**config.mk**
```make
export PLATFORM = sky130hd
export DESIGN_NAME = regfile_read_stage_flat
export DESIGN_NICKNAME = d
export VERILOG_FILES = /design/src/rtl/regfile_read_stage_if.sv /design/src/rtl/regfile_read_stage.sv /design/src/flat_wrapper.sv
export SDC_FILE = /design/constraint.sdc
export NUM_CORES = 1
export LEC_CHECK = 0
export BUFFER_PORTS_ARGS = -buffer_cell sky130_fd_sc_hd__buf_4
export CORE_ASPECT_RATIO = 0.6
export CORE_MARGIN = 1
export CORE_UTILIZATION = 45
export DETAILED_ROUTE_END_ITERATION = 10
export PLACE_DENSITY = 0.83
export SETUP_SLACK_MARGIN = 0.1
export SKIP_CTS_REPAIR_TIMING = 1
export SLEW_MARGIN = 20
export SYNTH_ARGS = -nofsm -noshare
export SYNTH_HDL_FRONTEND = slang
export SYNTH_SLANG_ARGS = --single-unit
```
**constraint.sdc**
```tcl
create_clock -name CLK -period 5.5 [get_ports CLK]
set_clock_uncertainty 0.05 [all_clocks]
set_input_delay 1.1 -clock CLK [delete_from_list [all_inputs] [get_ports CLK]]
set_output_delay 1.1 -clock CLK [all_outputs]
set_load 0.03 [all_outputs]
```
**src/rtl/regfile_read_stage_if.sv**
```systemverilog
// Handshake bundle between the operand-fetch stage, its producer and execute.
// master drives instructions in and consumes results; slave is the stage.
interface regfile_read_stage_if #(
   parameter int WIDTH = 16
);
   logic             in_valid;
   logic             in_ready;
   logic [15:0]      in_instr;
   logic             out_valid;
   logic             out_ready;
   logic [15:0]      out_instr;
   logic [WIDTH-1:0] out_opa;
   logic [WIDTH-1:0] out_opb;

   modport master (
      output in_valid, in_instr, out_ready,
      input  in_ready, out_valid, out_instr, out_opa, out_opb
   );

   modport slave (
      input  in_valid, in_instr, out_ready,
      output in_ready, out_valid, out_instr, out_opa, out_opb
   );
endinterface

```
**src/rtl/regfile_read_stage.sv**
```systemverilog
// Operand fetch with RAW scoreboard over an 8x16 register file.
// Optional REGREAD_BYPASS_EN forwards the write-back bus into hazard and operands.
module regfile_read_stage #(
   parameter int WIDTH = 16
) (
   input  logic             CLK,
   input  logic             RSTN,
   input  logic             flush,
   input  logic [WIDTH-1:0] q0,
   input  logic [WIDTH-1:0] q1,
   input  logic [WIDTH-1:0] q2,
   input  logic [WIDTH-1:0] q3,
   input  logic [WIDTH-1:0] q4,
   input  logic [WIDTH-1:0] q5,
   input  logic [WIDTH-1:0] q6,
   input  logic [WIDTH-1:0] q7,
   input  logic             wb_load,
   input  logic [15:0]      wb_wsel,
   input  logic [WIDTH-1:0] wb_d_a,
   input  logic [WIDTH-1:0] wb_d_d,
   regfile_read_stage_if.slave bus
);

   function automatic logic writes(input logic [15:0] w);
      return !w[15] && !(w[15:14] == 2'b00 && w[4:0] == 5'd0);
   endfunction

   function automatic logic is_ld(input logic [15:0] w);
      return w[15:14] == 2'b00 && w[4:0] == 5'd1;
   endfunction

   logic [WIDTH-1:0] rf [8];
   logic             wb_wr;
   logic [2:0]       wb_dst;
   logic [WIDTH-1:0] wb_dat;
   logic [2:0]       ra, rb, od;
   logic [7:0]       busy, busy_eff, busy_nxt;
   logic             out_wr, hazard;
   logic             fire_in, fire_out;
   logic [WIDTH-1:0] opa_n, opb_n;

   logic             ov_q;
   logic [15:0]      oi_q;
   logic [WIDTH-1:0] oa_q, ob_q;

   assign rf[0] = q0;
   assign rf[1] = q1;
   assign rf[2] = q2;
   assign rf[3] = q3;
   assign rf[4] = q4;
   assign rf[5] = q5;
   assign rf[6] = q6;
   assign rf[7] = q7;

   assign wb_wr  = wb_load && writes(wb_wsel);
   assign wb_dst = wb_wsel[13:11];
   assign wb_dat = is_ld(wb_wsel) ? wb_d_d : wb_d_a;

   assign ra = bus.in_instr[13:11];
   assign rb = bus.in_instr[10:8];
   assign od = oi_q[13:11];

   assign out_wr = ov_q && writes(oi_q);

   // The instruction sitting in the output register is a producer too.
   always_comb begin
      busy_eff = busy;
`ifdef REGREAD_BYPASS_EN
      if (wb_wr)
         busy_eff[wb_dst] = 1'b0;
`endif
      if (out_wr)
         busy_eff[od] = 1'b1;
   end

   assign hazard = bus.in_valid && (busy_eff[ra] || busy_eff[rb]);

   assign bus.in_ready = (!ov_q || bus.out_ready) && !hazard && !flush;

   assign fire_in  = bus.in_valid && bus.in_ready;
   assign fire_out = ov_q && bus.out_ready;

   always_comb begin
      opa_n = rf[ra];
      opb_n = rf[rb];
`ifdef REGREAD_BYPASS_EN
      if (wb_wr && wb_dst == ra)
         opa_n = wb_dat;
      if (wb_wr && wb_dst == rb)
         opb_n = wb_dat;
`endif
   end

`ifndef REGREAD_BYPASS_EN
   logic unused_wb;
   assign unused_wb = ^wb_dat;
`endif
   logic unused_sel;
   assign unused_sel = ^wb_wsel[10:5];

   // Set after clear: a newer producer outranks an older write-back.
   always_comb begin
      busy_nxt = busy;
      if (wb_wr)
         busy_nxt[wb_dst] = 1'b0;
      if (fire_out && !flush && writes(oi_q))
         busy_nxt[od] = 1'b1;
   end

   always_ff @(posedge CLK or negedge RSTN) begin
      if (!RSTN) begin
         busy <= 8'h00;
         ov_q <= 1'b0;
         oi_q <= 16'h0000;
         oa_q <= '0;
         ob_q <= '0;
      end else begin
         busy <= busy_nxt;
         if (fire_in) begin
            ov_q <= 1'b1;
            oi_q <= bus.in_instr;
            oa_q <= opa_n;
            ob_q <= opb_n;
         end else if (fire_out || flush) begin
            ov_q <= 1'b0;
         end
      end
   end

   assign bus.out_valid = ov_q;
   assign bus.out_instr = oi_q;
   assign bus.out_opa   = oa_q;
   assign bus.out_opb   = ob_q;

endmodule

```
**src/flat_wrapper.sv**
```systemverilog
// flat-port wrapper written by rule: the top's interface ports become plain ports
module regfile_read_stage_flat 
#(
   parameter int WIDTH = 16
)
  (CLK, RSTN, flush, q0, q1, q2, q3, q4, q5, q6, q7, wb_load, wb_wsel, wb_d_a, wb_d_d, bus_in_valid, bus_in_instr, bus_out_ready, bus_in_ready, bus_out_valid, bus_out_instr, bus_out_opa, bus_out_opb);
  regfile_read_stage_if #(.WIDTH(WIDTH)) bus_i ();
  input  logic CLK;
  input  logic RSTN;
  input  logic flush;
  input  logic [WIDTH-1:0] q0;
  input  logic [WIDTH-1:0] q1;
  input  logic [WIDTH-1:0] q2;
  input  logic [WIDTH-1:0] q3;
  input  logic [WIDTH-1:0] q4;
  input  logic [WIDTH-1:0] q5;
  input  logic [WIDTH-1:0] q6;
  input  logic [WIDTH-1:0] q7;
  input  logic wb_load;
  input  logic [15:0] wb_wsel;
  input  logic [WIDTH-1:0] wb_d_a;
  input  logic [WIDTH-1:0] wb_d_d;
  input wire logic [$bits(bus_i.in_valid)-1:0] bus_in_valid;
  input wire logic [$bits(bus_i.in_instr)-1:0] bus_in_instr;
  input wire logic [$bits(bus_i.out_ready)-1:0] bus_out_ready;
  output wire logic [$bits(bus_i.in_ready)-1:0] bus_in_ready;
  output wire logic [$bits(bus_i.out_valid)-1:0] bus_out_valid;
  output wire logic [$bits(bus_i.out_instr)-1:0] bus_out_instr;
  output wire logic [$bits(bus_i.out_opa)-1:0] bus_out_opa;
  output wire logic [$bits(bus_i.out_opb)-1:0] bus_out_opb;
  assign bus_i.in_valid = bus_in_valid;
  assign bus_i.in_instr = bus_in_instr;
  assign bus_i.out_ready = bus_out_ready;
  assign bus_in_ready = bus_i.in_ready;
  assign bus_out_valid = bus_i.out_valid;
  assign bus_out_instr = bus_i.out_instr;
  assign bus_out_opa = bus_i.out_opa;
  assign bus_out_opb = bus_i.out_opb;
  regfile_read_stage #(.WIDTH(WIDTH)) u_core (.CLK(CLK), .RSTN(RSTN), .flush(flush), .q0(q0), .q1(q1), .q2(q2), .q3(q3), .q4(q4), .q5(q5), .q6(q6), .q7(q7), .wb_load(wb_load), .wb_wsel(wb_wsel), .wb_d_a(wb_d_a), .wb_d_d(wb_d_d), .bus(bus_i));
endmodule
```
==> flow_summary.rst, run 1 <==
.. list-table::
   :header-rows: 1

   * - Metric
     - Value
   * - Syn Inst Count
     - 317
   * - Initial Utilization
     - 0.4645
   * - Worst stage delay on the critical path
     - 570 ps
   * - Critical register-to-register path startpoint
     - u_core.bus.out_instr[13]$_DFFE_PN0P_
   * - Unrepaired setup endpoints after global routing
     - no
   * - Initial antenna violation count
     - 0
   * - Clock slew at reported path FFs
     - 50 ps
   * - Overall via count from detail_route
     - 3,936
   * - Reported max-cap violation count
     - 0
   * - Worst min-delay path class
     - register to register
   * - Wirelength, routed
     - 13.67 mm
   * - Leakage component of the power
     - 2.848 nW
   * - Total half-perimeter wirelength after legalization and detailed placement
     - 10.00 mm
   * - Initial DRC Count
     - 215
   * - Worst setup slack for register-to-register paths
     - 2270 ps
   * - WL/cell
     - 20.94 um
   * - Number of warnings printed during yosys synthesis
     - 0
   * - Total nets after synthesis
     - 515
   * - Maximum number of pins on one net before global-route repair
     - 58
   * - Crit Path Class
     - input pin to output port
   * - Via/cell ratio
     - 6.028
   * - Worst setup path startpoint
     - bus_in_instr[8]
   * - Register area share after synthesis
     - 0.3108
   * - First-pass GRT wire length
     - 21.06 mm
   * - Most frequent cells in the layout
     - sky130_fd_sc_hd__buf_4, sky130_fd_sc_hd__mux4_2, sky130_fd_sc_hd__mux2_2
   * - Power Total
     - 2.662 mW
   * - Synth async-reset ratio
     - 1.000
   * - Final design instance area without fill
     - 0.006469 mm2
   * - Result of the run
     - completed
   * - Source-to-sink clock delay at the later pin of the worst-skew pair
     - 330 ps
   * - R2R Path End
     - u_core.bus.out_opb[13]$_DFFE_PN0P_
   * - Cells taking the most area after synthesis
     - sky130_fd_sc_hd__mux4_2, sky130_fd_sc_hd__dfrtp_1, sky130_fd_sc_hd__mux2_2
   * - Setup violation total in the final timing report
     - 0
   * - Crit-path slowest cell
     - sky130_fd_sc_hd__buf_4
   * - Placeable core area
     - 0.009879 mm2
   * - Final Hold Viols
     - 0
   * - Worst setup path endpoint
     - bus_in_ready
   * - Most used cell along the critical path
     - sky130_fd_sc_hd__buf_4
   * - Total global routing track utilization
     - 0.2602
   * - Die Height
     - 80.23 um
   * - Most common library cell in the layout ignoring fill and taps
     - sky130_fd_sc_hd__buf_4
   * - Root buf cell
     - sky130_fd_sc_hd__clkbuf_16
   * - Die Wd
     - 132.4 um
   * - Number of global-route vias before repair
     - 4,062
   * - Gr ovfl total
     - 0
   * - Sum Neg Setup Slack
     - 0 ps
   * - Syn Std Cell Area
     - 0.004589 mm2
   * - Max-Slew Margin vs Limit
     - 0.4941
   * - Clock Path Buffers
     - 2
   * - CTS tree
     - built
   * - Fraction of the core area covered by cells at the end of the flow
     - 0.6548
   * - Detail Route Antenna Nets
     - 0
   * - H-tree levels
     - 3
   * - Layout overhead on the synthesized area
     - 40.95%
   * - Cells along the critical path
     - buf_4 -> nor2_1 -> a21o_1 -> a22oi_1 -> nand4_1 -> nor4_2 -> o21a_1 -> buf_4
   * - Tmin final
     - 4480 ps
   * - Count of flip-flops with a built-in enable after synthesis
     - 0
   * - Dominant register cell in the synthesized netlist
     - sky130_fd_sc_hd__dfrtp_1
   * - Req. time, crit path
     - 4350 ps
   * - Fill count
     - 749
   * - Highest clock rate
     - 223.2 MHz
   * - Crit Path Max Fanout
     - 41
   * - Power density cells
     - 411.5 mW/mm2
   * - Critical path arrival
     - 3330 ps
   * - Ratio of cells with drive above 1 in the final layout
     - 0.7297
   * - Kind of start point of the critical path
     - input pin
   * - Hold depth
     - 1
   * - Slew of the pin with the lowest slew margin
     - 758.8 ps
   * - Antenna diode count
     - 0
   * - Post-Place Cell Area
     - 0.006187 mm2
   * - First-pass iteration count of the detailed router
     - 4
   * - Post-detailed-route DRC marker count
     - 0
   * - Clock sink count
     - 57
   * - Number of nets in the final layout
     - 711
   * - Mean cell area of the mapped netlist
     - 14.48 um2
   * - Worst Reg-to-Reg Cells
     - 8
   * - Die area
     - 0.01062 mm2
   * - Number of buffers inserted during clock tree synthesis
     - 9
   * - Count of final max-slew check failures
     - 0
   * - Cell type with the highest aggregate area in the netlist
     - sky130_fd_sc_hd__mux4_2
   * - Distinct cells, synth
     - 47
   * - Post-route clock period utilization
     - 0.8145
   * - Final Wtd Congestion
     - 0.9028
   * - Num ports
     - 248
   * - Port bufs
     - 209
   * - Worst vdd rail ir drop
     - 338.2 uV
   * - Number of synthesized register bits
     - 57
   * - Total number of placement rows
     - 28
   * - Proportion of netlist area held by the largest area contributor
     - 0.3141
   * - CP endpoint kind
     - output port
==> through the flow <==
step           hold WS (ps)  instances  setup slack [ps]
3_5_place_dp          444.2        637              1005
3_3_place_gp          439.7        637              1058
6_report              458.1        653              1020
5_1_grt               475.9        653             839.7
2_1_floorplan         416.2        317              1768
4_1_cts               461.9        653              1013
==> synth_stat cells, types with 3 or more instances <==
| cell type | number |
|---|---|
| sky130_fd_sc_hd__mux4_2 | 64 |
| sky130_fd_sc_hd__mux2_2 | 61 |
| sky130_fd_sc_hd__dfrtp_1 | 57 |
| sky130_fd_sc_hd__mux2_4 | 20 |
| sky130_fd_sc_hd__clkbuf_1 | 11 |
| sky130_fd_sc_hd__o21ai_0 | 10 |
| sky130_fd_sc_hd__nand2_1 | 9 |
| sky130_fd_sc_hd__nand2b_1 | 9 |
| sky130_fd_sc_hd__buf_2 | 8 |
| sky130_fd_sc_hd__nor2_1 | 8 |
| sky130_fd_sc_hd__a211oi_1 | 4 |
| sky130_fd_sc_hd__a22o_1 | 4 |
| sky130_fd_sc_hd__nand3b_1 | 4 |
| sky130_fd_sc_hd__nand3_1 | 3 |
| sky130_fd_sc_hd__nor2b_1 | 3 |
==> power breakdown <==
part	internal [mW]	switching (mW)	total (mW)	leakage, nW
registers	0.623	0.167	0.790	0.682
clock network	0.308	0.208	0.516	0.136
logic	0.650	0.705	1.36	2.03
total	1.58	1.08	2.66	2.85
==> worst min-delay path by stage <==
stage	slack, ps	from	to
2_1_floorplan	420	u_core.busy[3]$_DFF_PN0_	u_core.busy[3]$_DFF_PN0_
3_3_place_gp	440	u_core.bus.out_opb[7]$_DFFE_PN0P_	u_core.bus.out_opb[7]$_DFFE_PN0P_
3_5_place_dp	440	u_core.bus.out_instr[8]$_DFFE_PN0P_	u_core.bus.out_instr[8]$_DFFE_PN0P_
4_1_cts	460	u_core.bus.out_opb[6]$_DFFE_PN0P_	u_core.bus.out_opb[6]$_DFFE_PN0P_
5_1_grt	480	u_core.bus.out_opb[6]$_DFFE_PN0P_	u_core.bus.out_opb[6]$_DFFE_PN0P_
6_report	460	u_core.bus.out_opb[12]$_DFFE_PN0P_	u_core.bus.out_opb[12]$_DFFE_PN0P_
==> critical path, delay by kind of cell <==
kind | cells | cell delay (ps)
buffers and inverters | 2 | 720
AND/OR/NAND/NOR | 3 | 900
AO/OA/AOI/OAI | 3 | 590
==> flip-flops by register name, indices dropped and copies added (netlist names) <==
name,cells
u_core.bus.out_instr,16
u_core.bus.out_opa,16
u_core.bus.out_opb,16
u_core.bus.out_valid,1
u_core.busy,8
==> cell type report <==
type,instances,area [um2],area share
clock buffers,9,225.2,0.03482
repair buffers,211,1584,0.2449
clock inverters,7,56.30,0.008704
well taps,135,168.9,0.02611
inverters,2,7.507,0.001161
multi-input cells,232,3000,0.4638
flip-flops and latches,57,1426,0.2205
==> metal layers <==
metal  global-route usage  part of all wire  up-vias  routed length, um
met5                    0                 0        -                  0
met1               0.3461              0.42     2021               5713
met3              0.07765             0.094       10               1280
li1                     -                 -     1694                  -
met4              0.05517            0.0065        0                 89
met2               0.4237              0.48      211               6590
==> cell families after synthesis <==
| logic type | share of synthesized area |
|---|---|
| buffers and inverters | 0.03544 |
| flip-flops | 0.3108 |
| multiplexers | 0.5292 |
| AO/OA/AOI/OAI | 0.05671 |
| AND/OR/NAND/NOR | 0.06788 |
Power figures use the tool's default switching activity.
==> inputs of run 2 (changes only) <==
--- a/config.mk
+++ b/config.mk
@@ -8,9 +8,9 @@
 export BUFFER_PORTS_ARGS = -buffer_cell sky130_fd_sc_hd__buf_4
 export CORE_ASPECT_RATIO = 0.6
 export CORE_MARGIN = 1
-export CORE_UTILIZATION = 45
+export CORE_UTILIZATION = 42
 export DETAILED_ROUTE_END_ITERATION = 10
-export PLACE_DENSITY = 0.83
+export PLACE_DENSITY = 0.82
 export SETUP_SLACK_MARGIN = 0.1
 export SKIP_CTS_REPAIR_TIMING = 1
 export SLEW_MARGIN = 20
==> constraint.sdc (replaced) <==
create_clock -name CLK -period 4.12 [get_ports CLK]
set_clock_uncertainty 0.05 [all_clocks]
set_input_delay 0.824 -clock CLK [delete_from_list [all_inputs] [get_ports CLK]]
set_output_delay 0.824 -clock CLK [all_outputs]
set_load 0.03 [all_outputs]
==> run 2 against run 1 <==
Compared with the run above: register-to-register slack got worse by 1400 ps; global-route usage decreased by 1.1 points; clock power increased by 46%; final area increased by 0.79%; final cell count increased by 1.1%; largest cell class unchanged.
==> flow_summary.rst, run 2 (synthesis gave the netlist of run 1 again) <==
.. list-table::
   :header-rows: 1

   * - Metric
     - Value
   * - Result of the run
     - completed
   * - Layout overhead on the synthesized area
     - 42.07%
   * - Root buf cell
     - sky130_fd_sc_hd__clkbuf_16
   * - Req. time, crit path
     - 3250 ps
   * - Critical path arrival
     - 2710 ps
   * - Tmin final
     - 3580 ps
   * - WL/cell
     - 21.05 um
   * - Detail Route Antenna Nets
     - 0
   * - Sum Neg Setup Slack
     - 0 ps
   * - Internal power
     - 2.174 mW
   * - Unrepaired setup endpoints after global routing
     - no
   * - Initial DRC Count
     - 183
   * - Source-to-sink clock delay at the later pin of the worst-skew pair
     - 330 ps
   * - Worst setup slack for register-to-register paths
     - 850 ps
   * - First-pass GRT wire length
     - 21.49 mm
   * - Count of final max-slew check failures
     - 0
   * - Number of buffers inserted during clock tree synthesis
     - 9
   * - Num ports
     - 248
   * - Worst-case setup margin in the final layout
     - 540.4 ps
   * - Power density cells
     - 554.2 mW/mm2
   * - Switching power
     - 1.439 mW
   * - Port bufs
     - 209
   * - CTS tree
     - built
   * - Max-Slew Margin vs Limit
     - 0.4763
   * - Leakage component of the power
     - 2.869 nW
   * - Part of the power in registers
     - 0.293
   * - Clock Path Buffers
     - 2
   * - Number of nets in the final layout
     - 714
   * - H-tree levels
     - 3
   * - Crit Path Class
     - input pin to output port
   * - Total number of placement rows
     - 29
   * - Portion of total power attributed to the clock network
     - 0.208
   * - Die Height
     - 82.97 um
   * - Crit Path Max Fanout
     - 27
   * - Number of global-route vias before repair
     - 4,193
   * - Reported max-cap violation count
     - 0
   * - Most common library cell in the layout ignoring fill and taps
     - sky130_fd_sc_hd__buf_4
   * - Total global routing track utilization
     - 0.2494
   * - Setup violation total in the final timing report
     - 0
   * - Fin cells
     - 660
   * - First-pass iteration count of the detailed router
     - 5
   * - Wirelength, routed
     - 13.89 mm
   * - Antenna diode count
     - 0
   * - Most frequent cells in the layout
     - sky130_fd_sc_hd__buf_4, sky130_fd_sc_hd__mux4_2, sky130_fd_sc_hd__mux2_2
   * - Post-Place Setup Slack
     - 550.7 ps
   * - Kind of start point of the critical path
     - input pin
   * - Placeable core area
     - 0.01060 mm2
   * - Portion of total power attributed to combinational logic
     - 0.499
   * - Worst vdd rail ir drop
     - 504.0 uV
   * - Worst Reg-to-Reg Cells
     - 8
   * - Switching Share
     - 0.3983
   * - Post-detailed-route DRC marker count
     - 0
   * - Hold EP
     - u_core.bus.out_opa[0]$_DFFE_PN0P_
   * - Final Wtd Congestion
     - 0.8402
   * - Final Hold Viols
     - 0
   * - Slew of the pin with the lowest slew margin
     - 785.6 ps
   * - Post-route clock period utilization
     - 0.8688
   * - Hold depth
     - 1
   * - Clock sink count
     - 57
   * - Power Total
     - 3.614 mW
   * - Die Wd
     - 137.0 um
   * - Initial antenna violation count
     - 0
   * - Clock slew at reported path FFs
     - 50 ps
   * - Critical register-to-register path startpoint
     - u_core.bus.out_instr[13]$_DFFE_PN0P_
   * - R2R Path End
     - u_core.bus.out_opb[3]$_DFFE_PN0P_
   * - CP endpoint kind
     - output port
   * - Via/cell ratio
     - 5.935
   * - Overall via count from detail_route
     - 3,917
   * - Gr ovfl total
     - 0
   * - Highest clock rate
     - 279.4 MHz
   * - Initial Utilization
     - 0.4332
   * - Ratio of cells with drive above 1 in the final layout
     - 0.7313
   * - Total instance count after detailed placement
     - 644
   * - Die area
     - 0.01136 mm2
   * - Maximum number of pins on one net before global-route repair
     - 58
   * - Worst min-delay path class
     - register to register
   * - Total half-perimeter wirelength after legalization and detailed placement
     - 10.32 mm
   * - Origin of the worst min-delay path
     - u_core.bus.out_opa[0]$_DFFE_PN0P_
[run 2: cell count changes in the layout (fill, tap and decap cells not counted)]
cell,before,now
sky130_fd_sc_hd__clkinv_4,4,3
sky130_fd_sc_hd__clkinvlp_4,1,2
sky130_fd_sc_hd__buf_4,211,214
sky130_fd_sc_hd__clkinv_2,1,0
sky130_fd_sc_hd__bufinv_16,0,1
[run 2: worst max path at each step]
| stage | end | startpoint | slack (ps) | cells past startpoint |
|---|---|---|---|---|
| finish | bus_in_ready | bus_in_instr[10] | 540 | 8 |
| global route | bus_in_ready | bus_in_instr[10] | 380 | 8 |
| CTS | bus_in_ready | bus_in_instr[10] | 540 | 8 |
| detailed placement | bus_in_ready | bus_in_instr[10] | 550 | 8 |
| global placement | bus_in_ready | bus_in_instr[10] | 620 | 8 |
| floorplan | bus_in_ready | bus_in_instr[10] | 940 | 6 |
[run 2: routing by layer]
layer  wire (um)  global-route usage  vias up
li1            -                   -     1706
met1        5553              0.3159     1978
met2        6730              0.4105      221
met3        1494             0.08608       12
met4         112             0.05694        0
met5           0                   0        -
[run 2: stage by stage]
step / util / hold WS (ps) / area (um2)
final: 0.6154 / 458.5 / 6520
after global routing: 0.6154 / 471.3 / 6520
after detailed placement: 0.5866 / 444.3 / 6215
after global placement: 0.5866 / 437.0 / 6215
after CTS: 0.6154 / 459.6 / 6520
after floorplan: - / 416.2 / 4589
[run 2: cell type report]
| type | instances | area (um2) |
|---|---|---|
| repair buffers | 214 | 1607 |
| clock inverters | 7 | 80.08 |
| clock buffers | 9 | 225.2 |
| multi-input cells | 232 | 3000 |
| well taps | 139 | 173.9 |
| flip-flops and latches | 57 | 1426 |
| inverters | 2 | 7.507 |
| fillers | 846 | 4075 |
[run 2: power by group through the flow]
stage	logic, mW	clock network (mW)	registers [mW]
finish	1.80	0.752	1.06
global route	1.90	0.800	1.10
CTS	1.81	0.774	1.06
detailed placement	1.81	0	1.06
global placement	1.77	0	1.04
floorplan	0.660	0	1.50
[run 2: worst max-delay path, cell delays in order]
cell                      delay [ps]
sky130_fd_sc_hd__buf_4           350
sky130_fd_sc_hd__nor2_1          150
sky130_fd_sc_hd__a21o_1          200
sky130_fd_sc_hd__a22oi_1         190
sky130_fd_sc_hd__nand4_1         200
sky130_fd_sc_hd__nor4_2          470
sky130_fd_sc_hd__o21a_1          170
sky130_fd_sc_hd__buf_4           150
==> inputs of run 3 (changes only) <==
--- a/config.mk
+++ b/config.mk
@@ -10,7 +10,7 @@
 export CORE_MARGIN = 1
 export CORE_UTILIZATION = 42
 export DETAILED_ROUTE_END_ITERATION = 10
-export PLACE_DENSITY = 0.82
+export PLACE_DENSITY = 0.79
 export SETUP_SLACK_MARGIN = 0.1
 export SKIP_CTS_REPAIR_TIMING = 1
 export SLEW_MARGIN = 20
==> run 3 against run 2 <==
Compared with the run above: first-iteration DRC count increased by 14%; setup slack got worse by 17 ps; power is 0.31% higher; die area is the same; clock-buffer cell count did not move; core utilization about the same; sequential power about the same; sequential share of layout area is essentially flat; wire length shrank 0.95%; global-route usage barely moved; non-clock buffer count unchanged; largest power group unchanged; highest routed layer unchanged.
==> flow_summary.rst, run 3 (synthesis gave the netlist of run 1 again) <==
.. list-table::
   :header-rows: 1

   * - Metric
     - Value
   * - CP delay by family, top
     - simple AND/OR/NAND/NOR gates
   * - Initial DRC Count
     - 208
   * - Most used cell along the critical path
     - sky130_fd_sc_hd__buf_4
   * - Worst stage delay on the critical path
     - 460 ps
   * - Cell count along the critical path
     - 8
   * - Placeable core area
     - 0.01060 mm2
   * - Reported max-cap violation count
     - 0
   * - Layout overhead on the synthesized area
     - 42.04%
   * - Clock slew at reported path FFs
     - 50 ps
   * - Worst Reg-to-Reg Cells
     - 8
   * - Fill count
     - 834
   * - Count of final max-slew check failures
     - 0
   * - Req. time, crit path
     - 3250 ps
   * - Clock sink count
     - 57
   * - Sum Neg Setup Slack
     - 0 ps
   * - Most common library cell in the layout ignoring fill and taps
     - sky130_fd_sc_hd__buf_4
   * - Total global routing track utilization
     - 0.2491
   * - Max-Slew Margin vs Limit
     - 0.4884
   * - Critical register-to-register path startpoint
     - u_core.bus.out_instr[13]$_DFFE_PN0P_
   * - Leakage component of the power
     - 2.865 nW
   * - First-pass GRT wire length
     - 21.47 mm
   * - Critical path arrival
     - 2720 ps
   * - Post-route clock period utilization
     - 0.8729
   * - Antenna diode count
     - 0
   * - Initial antenna violation count
     - 0
   * - Final Wtd Congestion
     - 0.9261
   * - Worst setup path endpoint
     - bus_in_ready
   * - Initial Utilization
     - 0.4332
   * - Ratio of cells with drive above 1 in the final layout
     - 0.7313
   * - Area of the multi-input gates
     - 0.003000 mm2
   * - Source-to-sink clock delay at the later pin of the worst-skew pair
     - 330 ps
   * - Overall via count from detail_route
     - 3,929
   * - Highest clock rate
     - 278.1 MHz
   * - First-pass iteration count of the detailed router
     - 4
   * - R2R Path End
     - u_core.bus.out_opb[5]$_DFFE_PN0P_
   * - Post-detailed-route DRC marker count
     - 0
   * - CTS tree
     - built
   * - Setup violation total in the final timing report
     - 0
   * - Wirelength, routed
     - 13.76 mm
   * - Most frequent cells in the layout
     - sky130_fd_sc_hd__buf_4, sky130_fd_sc_hd__mux4_2, sky130_fd_sc_hd__mux2_2
   * - Via/cell ratio
     - 5.953
   * - Slew of the pin with the lowest slew margin
     - 767.4 ps
   * - Result of the run
     - completed
   * - Maximum number of pins on one net before global-route repair
     - 58
   * - Die area
     - 0.01136 mm2
   * - Number of global-route vias before repair
     - 4,148
   * - Crit Path Max Fanout
     - 27
   * - Total half-perimeter wirelength after legalization and detailed placement
     - 10.21 mm
   * - Number of nets in the final layout
     - 714
   * - CP endpoint kind
     - output port
   * - Register cell area after layout
     - 0.001426 mm2
   * - Die Height
     - 82.97 um
   * - Power density cells
     - 556.1 mW/mm2
   * - Worst setup path startpoint
     - bus_in_instr[10]
   * - Crit-path slowest cell
     - sky130_fd_sc_hd__nor4_2
   * - Worst min-delay path class
     - register to register
   * - Kind of start point of the critical path
     - input pin
   * - Root buf cell
     - sky130_fd_sc_hd__clkbuf_16
   * - H-tree levels
     - 3
   * - Number of buffers inserted during clock tree synthesis
     - 9
   * - Worst hold slack
     - 452.6 ps
   * - Tmin final
     - 3596 ps
   * - Number of buffer and inverter instances along the worst setup path
     - 2
   * - Worst vdd rail ir drop
     - 542.3 uV
   * - WL/cell
     - 20.85 um
   * - Clock Path Buffers
     - 2
   * - Detail Route Antenna Nets
     - 0
   * - Port bufs
     - 209
   * - Final Hold Viols
     - 0
   * - Unrepaired setup endpoints after global routing
     - no
   * - Crit Path Class
     - input pin to output port
   * - Die Wd
     - 137.0 um
   * - Worst setup slack for register-to-register paths
     - 990 ps
   * - Cells along the critical path
     - buf_4 -> nor2_1 -> a21o_1 -> a22oi_1 -> nand4_1 -> nor4_2 -> o21a_1 -> buf_4
   * - Gr ovfl total
     - 0
   * - Num ports
     - 248
   * - Total number of placement rows
     - 29
## run 3: cell types whose count changed in the layout (fill, tap and decap cells not counted), sizes merged
cell	previous run	this run
clkinv	3	1
clkinvlp	2	3
inv	3	4
## run 3: stage by stage
| stage | util | total power, mW | instances | area, um2 | setup slack [ps] |
|---|---|---|---|---|---|
| after floorplan | - | 2.160 | 317 | 4589 | 939.9 |
| after global placement | 0.5866 | 2.816 | 644 | 6215 | 595.8 |
| after detailed placement | 0.5866 | 2.865 | 644 | 6215 | 574.1 |
| after CTS | 0.6153 | 3.649 | 660 | 6519 | 551.5 |
| after global routing | 0.6153 | 3.797 | 660 | 6519 | 451.6 |
| final | 0.6153 | 3.625 | 660 | 6519 | 523.7 |
## run 3: worst min path at each step
stage                                        from                            endpoint  slack (ps)  depth (start not counted)
4_1_cts                  u_core.busy[3]$_DFF_PN0_            u_core.busy[3]$_DFF_PN0_         460                          1
6_report        u_core.bus.out_opb[0]$_DFFE_PN0P_   u_core.bus.out_opb[0]$_DFFE_PN0P_         450                          1
3_5_place_dp             u_core.busy[3]$_DFF_PN0_            u_core.busy[3]$_DFF_PN0_         440                          1
3_3_place_gp   u_core.bus.out_opb[10]$_DFFE_PN0P_  u_core.bus.out_opb[10]$_DFFE_PN0P_         440                          1
5_1_grt                  u_core.busy[3]$_DFF_PN0_            u_core.busy[3]$_DFF_PN0_         470                          1
2_1_floorplan            u_core.busy[3]$_DFF_PN0_            u_core.busy[3]$_DFF_PN0_         420                          1
## run 3: report_power, final
part	internal (mW)	switching, mW	total, mW
logic	0.871	0.937	1.81
registers	0.831	0.219	1.05
clock network	0.473	0.294	0.767
total	2.18	1.45	3.62
## run 3: area by class of cell
type,instances,share of cell area
clock buffer,9,0.03455
tap,139,0.02668
timing repair buffer,214,0.2464
multi-input combinational,232,0.4603
clock inverter,7,0.01209
inverter,2,0.001152
sequential,57,0.2188
## run 3: layer usage
| layer | global-route usage | part of all wire | vias up |
|---|---|---|---|
| met4 | 0.06094 | 0.0094 | 0 |
| met5 | 0 | 0 | - |
| li1 | - | - | 1701 |
| met1 | 0.3182 | 0.40 | 1993 |
| met2 | 0.4105 | 0.48 | 221 |
| met3 | 0.07814 | 0.11 | 14 |
